$ cat config.mk
export PLATFORM = sky130hd
export DESIGN_NAME = rect_scanner_flat
export DESIGN_NICKNAME = d
export VERILOG_FILES = /design/src/rtl/vga_pkg.sv /design/src/rtl/rect_scanner_if.sv /design/src/rtl/scan_counter2d.sv /design/src/rtl/rect_scanner.sv /design/src/flat_wrapper.sv
export SDC_FILE = /design/constraint.sdc
export NUM_CORES = 1
export LEC_CHECK = 0
export ABC_AREA = 1
export BUFFER_PORTS_ARGS = -buffer_cell sky130_fd_sc_hd__buf_2
export CELL_PAD_IN_SITES_DETAIL_PLACEMENT = 1
export CELL_PAD_IN_SITES_GLOBAL_PLACEMENT = 2
export CORE_ASPECT_RATIO = 1.75
export CORE_MARGIN = 4
export CORE_UTILIZATION = 30
export CTS_BUF_LIST = sky130_fd_sc_hd__clkbuf_4
export DETAILED_ROUTE_END_ITERATION = 10
export PLACE_DENSITY_LB_ADDON = 0.1
export SLEW_MARGIN = 30
export SYNTH_ARGS = -nofsm -noshare
export SYNTH_HDL_FRONTEND = slang
export SYNTH_SLANG_ARGS = --single-unit
$ cat constraint.sdc
create_clock -name clk -period 3.97 [get_ports clk]
set_input_delay 0.794 -clock clk [delete_from_list [all_inputs] [get_ports clk]]
set_output_delay 0.794 -clock clk [all_outputs]
set_load 0.05 [all_outputs]
$ cat src/rtl/vga_pkg.sv
// Shared VGA constants: screen bounds, colour palette and rect_scanner state encoding.
// Purely declarative; no logic lives here.
package vga_pkg;

  localparam int SCREEN_W_DEF = 160;
  localparam int SCREEN_H_DEF = 120;
  localparam int COLOUR_W_DEF = 3;

  localparam logic [COLOUR_W_DEF-1:0] BLACK = 3'd0;
  localparam logic [COLOUR_W_DEF-1:0] WHITE = 3'd7;
  localparam logic [COLOUR_W_DEF-1:0] WALL  = 3'd4;
  localparam logic [COLOUR_W_DEF-1:0] DUDE  = 3'd2;

  typedef enum logic [1:0] {
    ST_IDLE = 2'd0,
    ST_SCAN = 2'd1,
    ST_FIN  = 2'd2
  } scan_state_t;

endpackage

$ cat src/rtl/rect_scanner_if.sv
// Command (start/busy/done) and pixel (plot/pix_ready) handshake bundle for rect_scanner.
// master = scanner side, slave = command issuer / pixel sink side.
interface rect_scanner_if #(
  parameter int X_W      = 8,
  parameter int Y_W      = 7,
  parameter int COLOUR_W = 3
);

  logic                start;
  logic [X_W-1:0]      x0;
  logic [Y_W-1:0]      y0;
  logic [X_W-1:0]      w;
  logic [Y_W-1:0]      h;
  logic [COLOUR_W-1:0] colour;
  logic                outline;
  logic                pix_ready;
  logic                busy;
  logic                done;
  logic                plot;
  logic [X_W-1:0]      x_out;
  logic [Y_W-1:0]      y_out;
  logic [COLOUR_W-1:0] colour_out;

  modport master (
    input  start, x0, y0, w, h, colour, outline, pix_ready,
    output busy, done, plot, x_out, y_out, colour_out
  );

  modport slave (
    output start, x0, y0, w, h, colour, outline, pix_ready,
    input  busy, done, plot, x_out, y_out, colour_out
  );

endinterface

$ cat src/rtl/scan_counter2d.sv
// Nested raster counter: dx runs 0..w-1, then wraps and bumps dy; last marks (w-1, h-1).
// Next-offset values are exported so the caller can precompute the following pixel.
module scan_counter2d #(
  parameter int X_W = 8,
  parameter int Y_W = 7
) (
  input  logic           clk,
  input  logic           reset,
  input  logic           clear,
  input  logic           en,
  input  logic [X_W-1:0] w,
  input  logic [Y_W-1:0] h,
  output logic [X_W-1:0] dx_nxt,
  output logic [Y_W-1:0] dy_nxt,
  output logic           last
);

  logic [X_W-1:0] dx;
  logic [Y_W-1:0] dy;
  logic           wrap;

  assign wrap   = (dx == w - X_W'(1));
  assign last   = wrap && (dy == h - Y_W'(1));
  assign dx_nxt = wrap ? '0 : dx + X_W'(1);
  assign dy_nxt = wrap ? dy + Y_W'(1) : dy;

  always_ff @(posedge clk) begin
    if (reset || clear) begin
      dx <= '0;
      dy <= '0;
    end else if (en) begin
      dx <= dx_nxt;
      dy <= dy_nxt;
    end
  end

endmodule

$ cat src/rtl/rect_scanner.sv
// Walks a rectangle in raster order emitting registered plot requests; first plot 1 cycle after start.
// An emitted pixel holds until pix_ready; clipped or interior (outline mode) pixels pass in one cycle.
module rect_scanner
  import vga_pkg::*;
#(
  parameter int X_W      = 8,
  parameter int Y_W      = 7,
  parameter int COLOUR_W = COLOUR_W_DEF,
  parameter int SCREEN_W = SCREEN_W_DEF,
  parameter int SCREEN_H = SCREEN_H_DEF
) (
  input  logic          clk,
  input  logic          reset,
  rect_scanner_if.master bus
);

  localparam logic [X_W:0] SCR_W = (X_W+1)'(SCREEN_W);
  localparam logic [Y_W:0] SCR_H = (Y_W+1)'(SCREEN_H);

  scan_state_t state, state_nxt;

  logic [X_W-1:0]      x0_r, w_r;
  logic [Y_W-1:0]      y0_r, h_r;
  logic [COLOUR_W-1:0] col_r;
  logic                outl_r;

  logic                plot_r, plot_nxt;
  logic [X_W-1:0]      x_r, x_nxt;
  logic [Y_W-1:0]      y_r, y_nxt;
  logic [COLOUR_W-1:0] c_r, c_nxt;
  logic                busy_r, busy_nxt;
  logic                done_r, done_nxt;

  logic                ld, cnt_clr, cnt_en;
  logic [X_W-1:0]      dx_nxt;
  logic [Y_W-1:0]      dy_nxt;
  logic                last;

  logic [X_W-1:0]      bx, bw, odx;
  logic [Y_W-1:0]      by, bh, ody;
  logic [COLOUR_W-1:0] bcol;
  logic                boutl;
  logic [X_W:0]        px;
  logic [Y_W:0]        py;
  logic                on_screen, border, emit;

  scan_counter2d #(.X_W(X_W), .Y_W(Y_W)) u_cnt (
    .clk    (clk),
    .reset  (reset),
    .clear  (cnt_clr),
    .en     (cnt_en),
    .w      (w_r),
    .h      (h_r),
    .dx_nxt (dx_nxt),
    .dy_nxt (dy_nxt),
    .last   (last)
  );

  // Pixel to be presented next cycle: the command inputs at start, else the next raster offset.
  always_comb begin
    if (state == ST_IDLE) begin
      bx = bus.x0; by = bus.y0; bw = bus.w; bh = bus.h;
      bcol = bus.colour; boutl = bus.outline;
      odx = '0; ody = '0;
    end else begin
      bx = x0_r; by = y0_r; bw = w_r; bh = h_r;
      bcol = col_r; boutl = outl_r;
      odx = dx_nxt; ody = dy_nxt;
    end
    px        = {1'b0, bx} + {1'b0, odx};
    py        = {1'b0, by} + {1'b0, ody};
    on_screen = (px < SCR_W) && (py < SCR_H);
    border    = (odx == '0) || (odx == bw - X_W'(1)) ||
                (ody == '0) || (ody == bh - Y_W'(1));
    emit      = on_screen && (!boutl || border);
  end

  always_comb begin
    state_nxt = state;
    ld        = 1'b0;
    cnt_clr   = 1'b0;
    cnt_en    = 1'b0;
    plot_nxt  = plot_r;
    x_nxt     = x_r;
    y_nxt     = y_r;
    c_nxt     = c_r;
    busy_nxt  = busy_r;
    done_nxt  = 1'b0;
    case (state)
      ST_IDLE: begin
        if (bus.start) begin
          ld       = 1'b1;
          cnt_clr  = 1'b1;
          busy_nxt = 1'b1;
          if (bus.w == '0 || bus.h == '0) begin
            state_nxt = ST_FIN;
            plot_nxt  = 1'b0;
          end else begin
            state_nxt = ST_SCAN;
            plot_nxt  = emit;
            if (emit) begin
              x_nxt = px[X_W-1:0];
              y_nxt = py[Y_W-1:0];
              c_nxt = bcol;
            end
          end
        end
      end
      ST_SCAN: begin
        if (!plot_r || bus.pix_ready) begin
          cnt_en = 1'b1;
          if (last) begin
            state_nxt = ST_FIN;
            plot_nxt  = 1'b0;
          end else begin
            plot_nxt = emit;
            if (emit) begin
              x_nxt = px[X_W-1:0];
              y_nxt = py[Y_W-1:0];
              c_nxt = bcol;
            end
          end
        end
      end
      ST_FIN: begin
        state_nxt = ST_IDLE;
        busy_nxt  = 1'b0;
        done_nxt  = 1'b1;
        plot_nxt  = 1'b0;
      end
      default: state_nxt = ST_IDLE;
    endcase
  end

  always_ff @(posedge clk) begin
    if (reset) state <= ST_IDLE;
    else       state <= state_nxt;
  end

  always_ff @(posedge clk) begin
    if (reset) begin
      x0_r   <= '0;
      y0_r   <= '0;
      w_r    <= '0;
      h_r    <= '0;
      col_r  <= '0;
      outl_r <= 1'b0;
    end else if (ld) begin
      x0_r   <= bus.x0;
      y0_r   <= bus.y0;
      w_r    <= bus.w;
      h_r    <= bus.h;
      col_r  <= bus.colour;
      outl_r <= bus.outline;
    end
  end

  always_ff @(posedge clk) begin
    if (reset) begin
      plot_r <= 1'b0;
      x_r    <= '0;
      y_r    <= '0;
      c_r    <= '0;
      busy_r <= 1'b0;
      done_r <= 1'b0;
    end else begin
      plot_r <= plot_nxt;
      x_r    <= x_nxt;
      y_r    <= y_nxt;
      c_r    <= c_nxt;
      busy_r <= busy_nxt;
      done_r <= done_nxt;
    end
  end

  assign bus.plot       = plot_r;
  assign bus.x_out      = x_r;
  assign bus.y_out      = y_r;
  assign bus.colour_out = c_r;
  assign bus.busy       = busy_r;
  assign bus.done       = done_r;

endmodule

$ cat src/flat_wrapper.sv
// flat-port wrapper written by rule: the top's interface ports become plain ports
module rect_scanner_flat import vga_pkg::*;
#(
  parameter int X_W      = 8,
  parameter int Y_W      = 7,
  parameter int COLOUR_W = COLOUR_W_DEF,
  parameter int SCREEN_W = SCREEN_W_DEF,
  parameter int SCREEN_H = SCREEN_H_DEF
)
  (clk, reset, bus_start, bus_x0, bus_y0, bus_w, bus_h, bus_colour, bus_outline, bus_pix_ready, bus_busy, bus_done, bus_plot, bus_x_out, bus_y_out, bus_colour_out);
  rect_scanner_if #(.X_W(X_W), .Y_W(Y_W), .COLOUR_W(COLOUR_W)) bus_i ();
  input  logic clk;
  input  logic reset;
  input wire logic [$bits(bus_i.start)-1:0] bus_start;
  input wire logic [$bits(bus_i.x0)-1:0] bus_x0;
  input wire logic [$bits(bus_i.y0)-1:0] bus_y0;
  input wire logic [$bits(bus_i.w)-1:0] bus_w;
  input wire logic [$bits(bus_i.h)-1:0] bus_h;
  input wire logic [$bits(bus_i.colour)-1:0] bus_colour;
  input wire logic [$bits(bus_i.outline)-1:0] bus_outline;
  input wire logic [$bits(bus_i.pix_ready)-1:0] bus_pix_ready;
  output wire logic [$bits(bus_i.busy)-1:0] bus_busy;
  output wire logic [$bits(bus_i.done)-1:0] bus_done;
  output wire logic [$bits(bus_i.plot)-1:0] bus_plot;
  output wire logic [$bits(bus_i.x_out)-1:0] bus_x_out;
  output wire logic [$bits(bus_i.y_out)-1:0] bus_y_out;
  output wire logic [$bits(bus_i.colour_out)-1:0] bus_colour_out;
  assign bus_i.start = bus_start;
  assign bus_i.x0 = bus_x0;
  assign bus_i.y0 = bus_y0;
  assign bus_i.w = bus_w;
  assign bus_i.h = bus_h;
  assign bus_i.colour = bus_colour;
  assign bus_i.outline = bus_outline;
  assign bus_i.pix_ready = bus_pix_ready;
  assign bus_busy = bus_i.busy;
  assign bus_done = bus_i.done;
  assign bus_plot = bus_i.plot;
  assign bus_x_out = bus_i.x_out;
  assign bus_y_out = bus_i.y_out;
  assign bus_colour_out = bus_i.colour_out;
  rect_scanner #(.X_W(X_W), .Y_W(Y_W), .COLOUR_W(COLOUR_W), .SCREEN_W(SCREEN_W), .SCREEN_H(SCREEN_H)) u_core (.clk(clk), .reset(reset), .bus(bus_i));
endmodule
# Word-level counts from Yosys, hierarchy flattened

Cells that the tools add are included.

Bits in writable memories: 0
Input port bits: 38
Bits in latches: 0
Output and inout port bits: 21
Memories: 0
ROM bits: 0
Flip-flop bits (word level): 72

$mul: 0
Equal/unequal tests: 11
Divide/modulo/power cells: 0
Add/subtract/negate cells: 8
Muxes and demuxes: 45
Reduce and logical (&&, ||, !) cells: 24
Shifts and indexed selects: 0
Bitwise gates (word level): 0
Magnitude comparators: 2

Operators with widths:

| cell                                                                          | count |
|---|---|
| 8-bit two-way mux                                                             | 9 |
| 7-bit two-way mux                                                             | 9 |
| 3-bit two-way mux                                                             | 6 |
| 8-bit equality test                                                           | 2 |
| 8-bit zero test                                                               | 2 |
| 8-bit one-hot mux with 2 select lines                                         | 1 |
| 8-bit by 1-bit subtractor with 8-bit output (second input constant)           | 2 |
| 7-bit equality test                                                           | 2 |
| 7-bit zero test                                                               | 2 |
| 7-bit one-hot mux with 2 select lines                                         | 1 |
| 7-bit by 1-bit subtractor with 7-bit output (second input constant)           | 2 |
| 1-bit two-way mux                                                             | 11 |
| 8-bit by 8-bit adder with 9-bit output                                        | 1 |
| 9-bit by 8-bit less-than comparator with 1-bit output (second input constant) | 1 |
| 7-bit by 7-bit adder with 8-bit output                                        | 1 |
| 8-bit by 1-bit adder with 8-bit output (second input constant)                | 1 |
| 8-bit by 7-bit less-than comparator with 1-bit output (second input constant) | 1 |
| 2-bit two-way mux                                                             | 4 |
| 7-bit by 1-bit adder with 7-bit output (second input constant)                | 1 |
| 1-bit logical OR                                                              | 7 |
| 2-bit inequality test (second input constant)                                 | 3 |
| 3-bit one-hot mux with 2 select lines                                         | 1 |
| 3-bit AND reduction                                                           | 2 |
| 5-bit AND reduction                                                           | 1 |
| other kinds (12)                                                              | 17 |

# Longest topological paths before layout

Word-level depth: 14
Mapped depth: 31
Gate-level depth less buffers: 29

# Modules after synthesis

A second synthesis with hierarchy kept.

Cells, all modules: 938
Area, all modules: 5645.4 um^2

Modules (own cells, without submodules):

| module         | times used | area an instance (um^2) | cells each | sequential area each (um^2) |
|---|---|---|---|---|
| rect_scanner   | 1          | 4142.7                  | 686        | 1141.1 |
| scan_counter2d | 1          | 1502.7                  | 252        | 300.3 |

# Worst setup path after synthesis

OpenSTA, ideal clock, no wires.

Path kind: reg2reg
Start point: reg u_core.state[0]
End point: reg u_core.y_r[5] (netlist: u_core.bus.y_out[5])
Data arrival time: 4022 ps
Cell stages (with the launch flop): 24
Setup time: 110 ps
Buffers on the path: 5
Path slack: -162 ps
Path through: dfxtp_1 inv_1 ha_1 clkbuf_1 clkbuf_1 clkbuf_1 nand2_1 o21ai_0 ha_1 inv_1 fa_1 o21ai_0 a21oi_1 o21ai_0 xnor2_1 nand2_1 inv_1 nor2_1 nor3b_1 buf_2 buf_2 nand4_1 nand2_1 nor2_1

Cells in the longest elaborated chain, start to end: 13
Elaborated cells on any way between the ends: 38
Classes of those cells: 4 x add/sub; 2 x order compare; 7 x eq/ne; 13 x mux; 12 x reduce/logical

RTL lines:

| what                                                                            | RTL line            | RTL |
|---|---|---|
| start, declared                                                                 | rect_scanner.sv:20  | `scan_state_t state, state_nxt;` |
| start signal, assigned                                                          | rect_scanner.sv:137 | `else state <= state_nxt;` |
| branches (longest 13 deep; another with 8-bit by 8-bit adder with 9-bit output) | --                  |  |
| end signal, assigned                                                            | rect_scanner.sv:169 | `y_r <= y_nxt;` |
| end, declared                                                                   | rect_scanner.sv:29  | `logic [Y_W-1:0] y_r, y_nxt;` |

Parallel ways; which one is timed is not known. The select of a mux whose other input is x is not followed.
A chain may end at the register's enable or synchronous reset.

# Final worst setup path

Start point: reg u_core.w_r[0]
End point: reg u_core.y_r[6] (netlist: u_core.bus.y_out[6])

Cells in the longest elaborated chain, start to end: 14
Elaborated cells on any way between the ends: 31
Classes of those cells: 4 x add/sub; 2 x order compare; 4 x eq/ne; 11 x mux; 10 x reduce/logical

RTL lines:

| what                                                                            | RTL line            | RTL |
|---|---|---|
| start, declared                                                                 | rect_scanner.sv:22  | `logic [X_W-1:0] x0_r, w_r;` |
| start signal, assigned                                                          | rect_scanner.sv:151 | `w_r <= bus.w;` |
| branches (longest 14 deep; another with 8-bit by 8-bit adder with 9-bit output) | --                  |  |

Parallel ways; which one is timed is not known. The select of a mux whose other input is x is not followed.

==> impl_metrics.csv <==
group,metric,value,unit
outcome,status,"finished clean",
sta,actual_slew_at_the_worst_max_slew_pin,0.7062,ns
sta,maxSlewHeadroom,52.81,%
cts,cts.clk_slew.worst_paths,0.13,ns
drt,detailroute.via_count,5744,
worst_setup_path,slowest_stage,"dfxtp_2",
min_path,worstHoldPathType,"reg -> reg",
worst_setup_path,timing.critical_path.max_delay_family,"simple AND/OR/NAND/NOR gates",
placed_design,placedCellCount,1147,
sta,final.hold.worst_slack,0.4796,ns
drt,drt.antenna.violating_nets,0,
run,max_cap_viol_count,0,
worst_setup_path,setup.worst_path.end_class,"flip-flop",
grt,grt_pass1_wl,30440,microns
drt,drt_wl_total,19020,microns
sta,finalWorstSetupSlack,0.1925,ns
sta,report.final.setup_viol,0,
final_layout,area_growth_syn_to_layout,27.70,%
sta,min_period_over_period,95.15,%
worst_setup_path,critical_path_depth,31,
floorplanning,die_height,185.7,microns
synth,synth-seq-area-share,26.64,%
placed_design,place_ws,-0.1881,ns
worst_setup_path,worst-path-buf-inv,6,
cts,cts_inserted_buffers,9,
worst_setup_path,setup.worst_path.class,"reg -> reg",
synth,count_of_state_elements_after_synthesis,72,
placed_design,placedInstanceArea,6221,sq um
final_layout,mostFrequentLayoutCell,"nand2_1",
worst_setup_path,timing.reg2reg.worst_path_depth,31,
grt,grt_start_max_net_pins,41,
pwr,internal_power,2.806,mW
cts,clockRootBuffer,"clkbuf_4",
pwr,share_seq_of_total_power,17.6,%
floorplanning,top_level_i_o_count,59,
cts,buffers_from_clock_root_to_sink_at_most,2,
pwr,worst_ir_drop_vdd,0.2828,mV
final_layout,layout.nets,1009,
floorplanning,core_box_area,17620,sq um
pwr,p_sw_share,54.36,%
final_layout,commonest_non_fill_non_tap_cells_in_the_layout,"nand2_1, inv_1, dfxtp_1",
final_layout,post-route-cell-area,6910,sq um
placed_design,portBuffers,58,
synth,post_synth_inst_count,843,
placed_design,placer_congestion,0.8148,
pwr,p_clk_share,7.6,%
grt,number_of_global_route_vias_before_repair,6138,
sta,fin_tns_setup,0,ns
cts,tritoncts,"done",
sta,post-route-min-period,3.777,ns
synth,synth_enable_flop_cells,0,
synth,ys_dominant_reg_cell,"dfxtp_1",
drt,remaining_drc_errors,0,
pwr,power.share.combinational,74.7,%
final_layout,fill_cells,2371,
worst_setup_path,worst_path_most_repeated_cell,"nand2_1",
final_layout,post_layout_nonfiller_instances,1180,
drt,wl_per_cell,16.12,microns
sta,rsz0062_at_grt,"true",
pwr,power.switching,3.342,mW
cts,cts_hold_buf,0,
placed_design,dp.final_hpwl,14670,microns
floorplanning,chipWidth,109.5,microns
sta,final-max-slew-violation-count,0,
final_layout,final_core_utilization,39.23,%
drt,firstDrtPassIters,4,
grt,antenna_found_initial,1,
sta,finClkSkew,0.02453,ns
worst_setup_path,timing.critical_path.arrival,4.15,ns
drt,dr.first_iter.drc_count,189,
grt,grtUsageTotal,19.19,%
grt,globalRoute.totalOverflow,0,
worst_setup_path,worstPathMaxFanout,5,
worst_setup_path,startpoint_type,"flip-flop",
cts,cts_sinks,72,
worst_setup_path,worstPathRequired,4.34,ns
sta,finalHoldViolCount,0,
pwr,cellLeakagePower,3.419,nW
drt,detail_route.vias_per_cell,4.868,
synth,post_synth.cell_area_avg,6.419,sq um
cts,insertion_delay,0.46,ns
cts,cts-htree-levels,3,
synth,yosysUniqueCellTypes,38,
synth,post_synth_instance_area,5411,sq um
synth,mappedNetlistNets,908,
worst_setup_path,crit_path_max_incr_delay,0.36,ns
synth,ys_async_sr_fraction,0,%
min_path,timing.hold.worst_path_depth,1,
sta,timing.fmax,264.7,MHz
floorplanning,floorplan_row_count,64,
pwr,finalPower,6.149,mW
floorplanning,design.die.area,20340,sq um
floorplanning,floorplan.initialDensity,30.72,%
pwr,powerDensity,889.8,nW/um^2
final_layout,layout-drive-gt1-share,25.32,%
synth,ys_warn_count,0,
## state kept, by name (all words and copies together) (netlist names)
name	count
u_core.bus.x_out	8
u_core.u_cnt.dx	8
u_core.w_r	8
u_core.x0_r	8
u_core.bus.y_out	7
u_core.h_r	7
u_core.u_cnt.dy	7
u_core.y0_r	7
u_core.bus.colour_out	3
u_core.col_r	3
u_core.state	2
u_core.bus.busy	1
u_core.bus.done	1
u_core.bus.plot	1
u_core.outl_r	1
## cell type report
cell class | count | area, sq um | area share [%]
Timing Repair Buffer | 122 | 855.8 | 12.38
Tap cell | 231 | 289.0 | 4.183
Sequential cell | 72 | 1445 | 20.91
Antenna cell | 1 | 2.502 | 0.03621
Inverter | 165 | 626.9 | 9.071
Clock buffer | 9 | 67.56 | 0.9777
Clock inverter | 6 | 51.30 | 0.7423
Multi-Input combinational cell | 574 | 3572 | 51.69
## worst register-to-register path: cells and delay by family (launching register included)
kind / cells / cell delay, ns
fa+ha+maj: 2 / 0.50
simple gates: 19 / 1.65
flops: 1 / 0.36
xor+xnor: 1 / 0.19
compound gates: 3 / 0.42
buf+inv: 6 / 0.61
## cell families (layout without fill, tap and decap cells)
| family | after synthesis | in the layout | share of synthesized area, % |
|---|---|---|---|
| AOI/OAI and AO/OA | 136 | 136 | 13.90 |
| muxes | 1 | 1 | 0.1850 |
| buffers and inverters | 199 | 302 | 14.59 |
| DFF | 72 | 72 | 26.64 |
| adders and majority gates | 27 | 27 | 6.520 |
| and+or+nand+nor | 367 | 369 | 31.54 |
| other | 0 | 1 | 0 |
| xor gates and xnor gates | 41 | 41 | 6.636 |
## path summary, 6_finish.rpt
check | start | endpoint | slack [ns]
max | u_core.w_r[0] | u_core.bus.y_out[6] | 0.19
min | u_core.col_r[2] | u_core.col_r[2] | 0.48
max reg2reg | u_core.w_r[0] | u_core.bus.y_out[6] | 0.19
min reg2reg | u_core.col_r[2] | u_core.col_r[2] | 0.48
## Yosys cell counts (2+ instances only)
master      n  area share [%]
a21oi_1    41             3.8
nand3_1    54             5.0
nand3_2    11             2.0
nor2_4      2            0.42
nand4_1    40             4.6
ha_1       25             5.8
o21ai_1     3            0.28
nand2_2     6            0.69
nor2_1     54             3.7
dfxtp_1    72              27
inv_2       9            0.62
nor2_2      2            0.23
a211oi_1   16             2.2
or2_2       2            0.23
clkinv_1    6            0.42
nor3_1      6            0.55
o31ai_1     2            0.28
xnor2_1     9             1.5
xor2_1     32             5.2
fa_1        2            0.74
clkbuf_1   21             1.5
inv_1     150              10
a32o_1      3            0.55
o21ai_0    68             6.3
buf_6       4            0.83
nand3b_1    2            0.28
buf_2       7            0.65
nor4_1      5            0.58
nand2_1   180              12
## power groups by stage
stage,Clock [mW],Sequential (mW),Combinational (mW)
floorplan,0,1.30,2.62
global placement,0,1.09,3.89
detailed placement,0,1.10,4.02
CTS,0.494,1.08,4.19
global route,0.514,1.11,5.19
finish,0.468,1.09,4.60
## routing by layer
layer / global-route usage (%) / vias to the layer above / routed length, microns
met1: 20.07 / 2741 / 7219
met4: 6.690 / 0 / 541
met3: 2.534 / 27 / 426
li1: - / 2904 / -
met5: 0 / - / 0
met2: 37.90 / 72 / 10840
## what timing repair did
action / in CTS / in global routing
gates resized for setup: 22 / 80
endpoints found under the setup margin: 19 / 19
cloned: 1 / 2
setup buffers: 3 / 12
pin swaps: 7 / 43
Power figures use the tool's default switching activity.
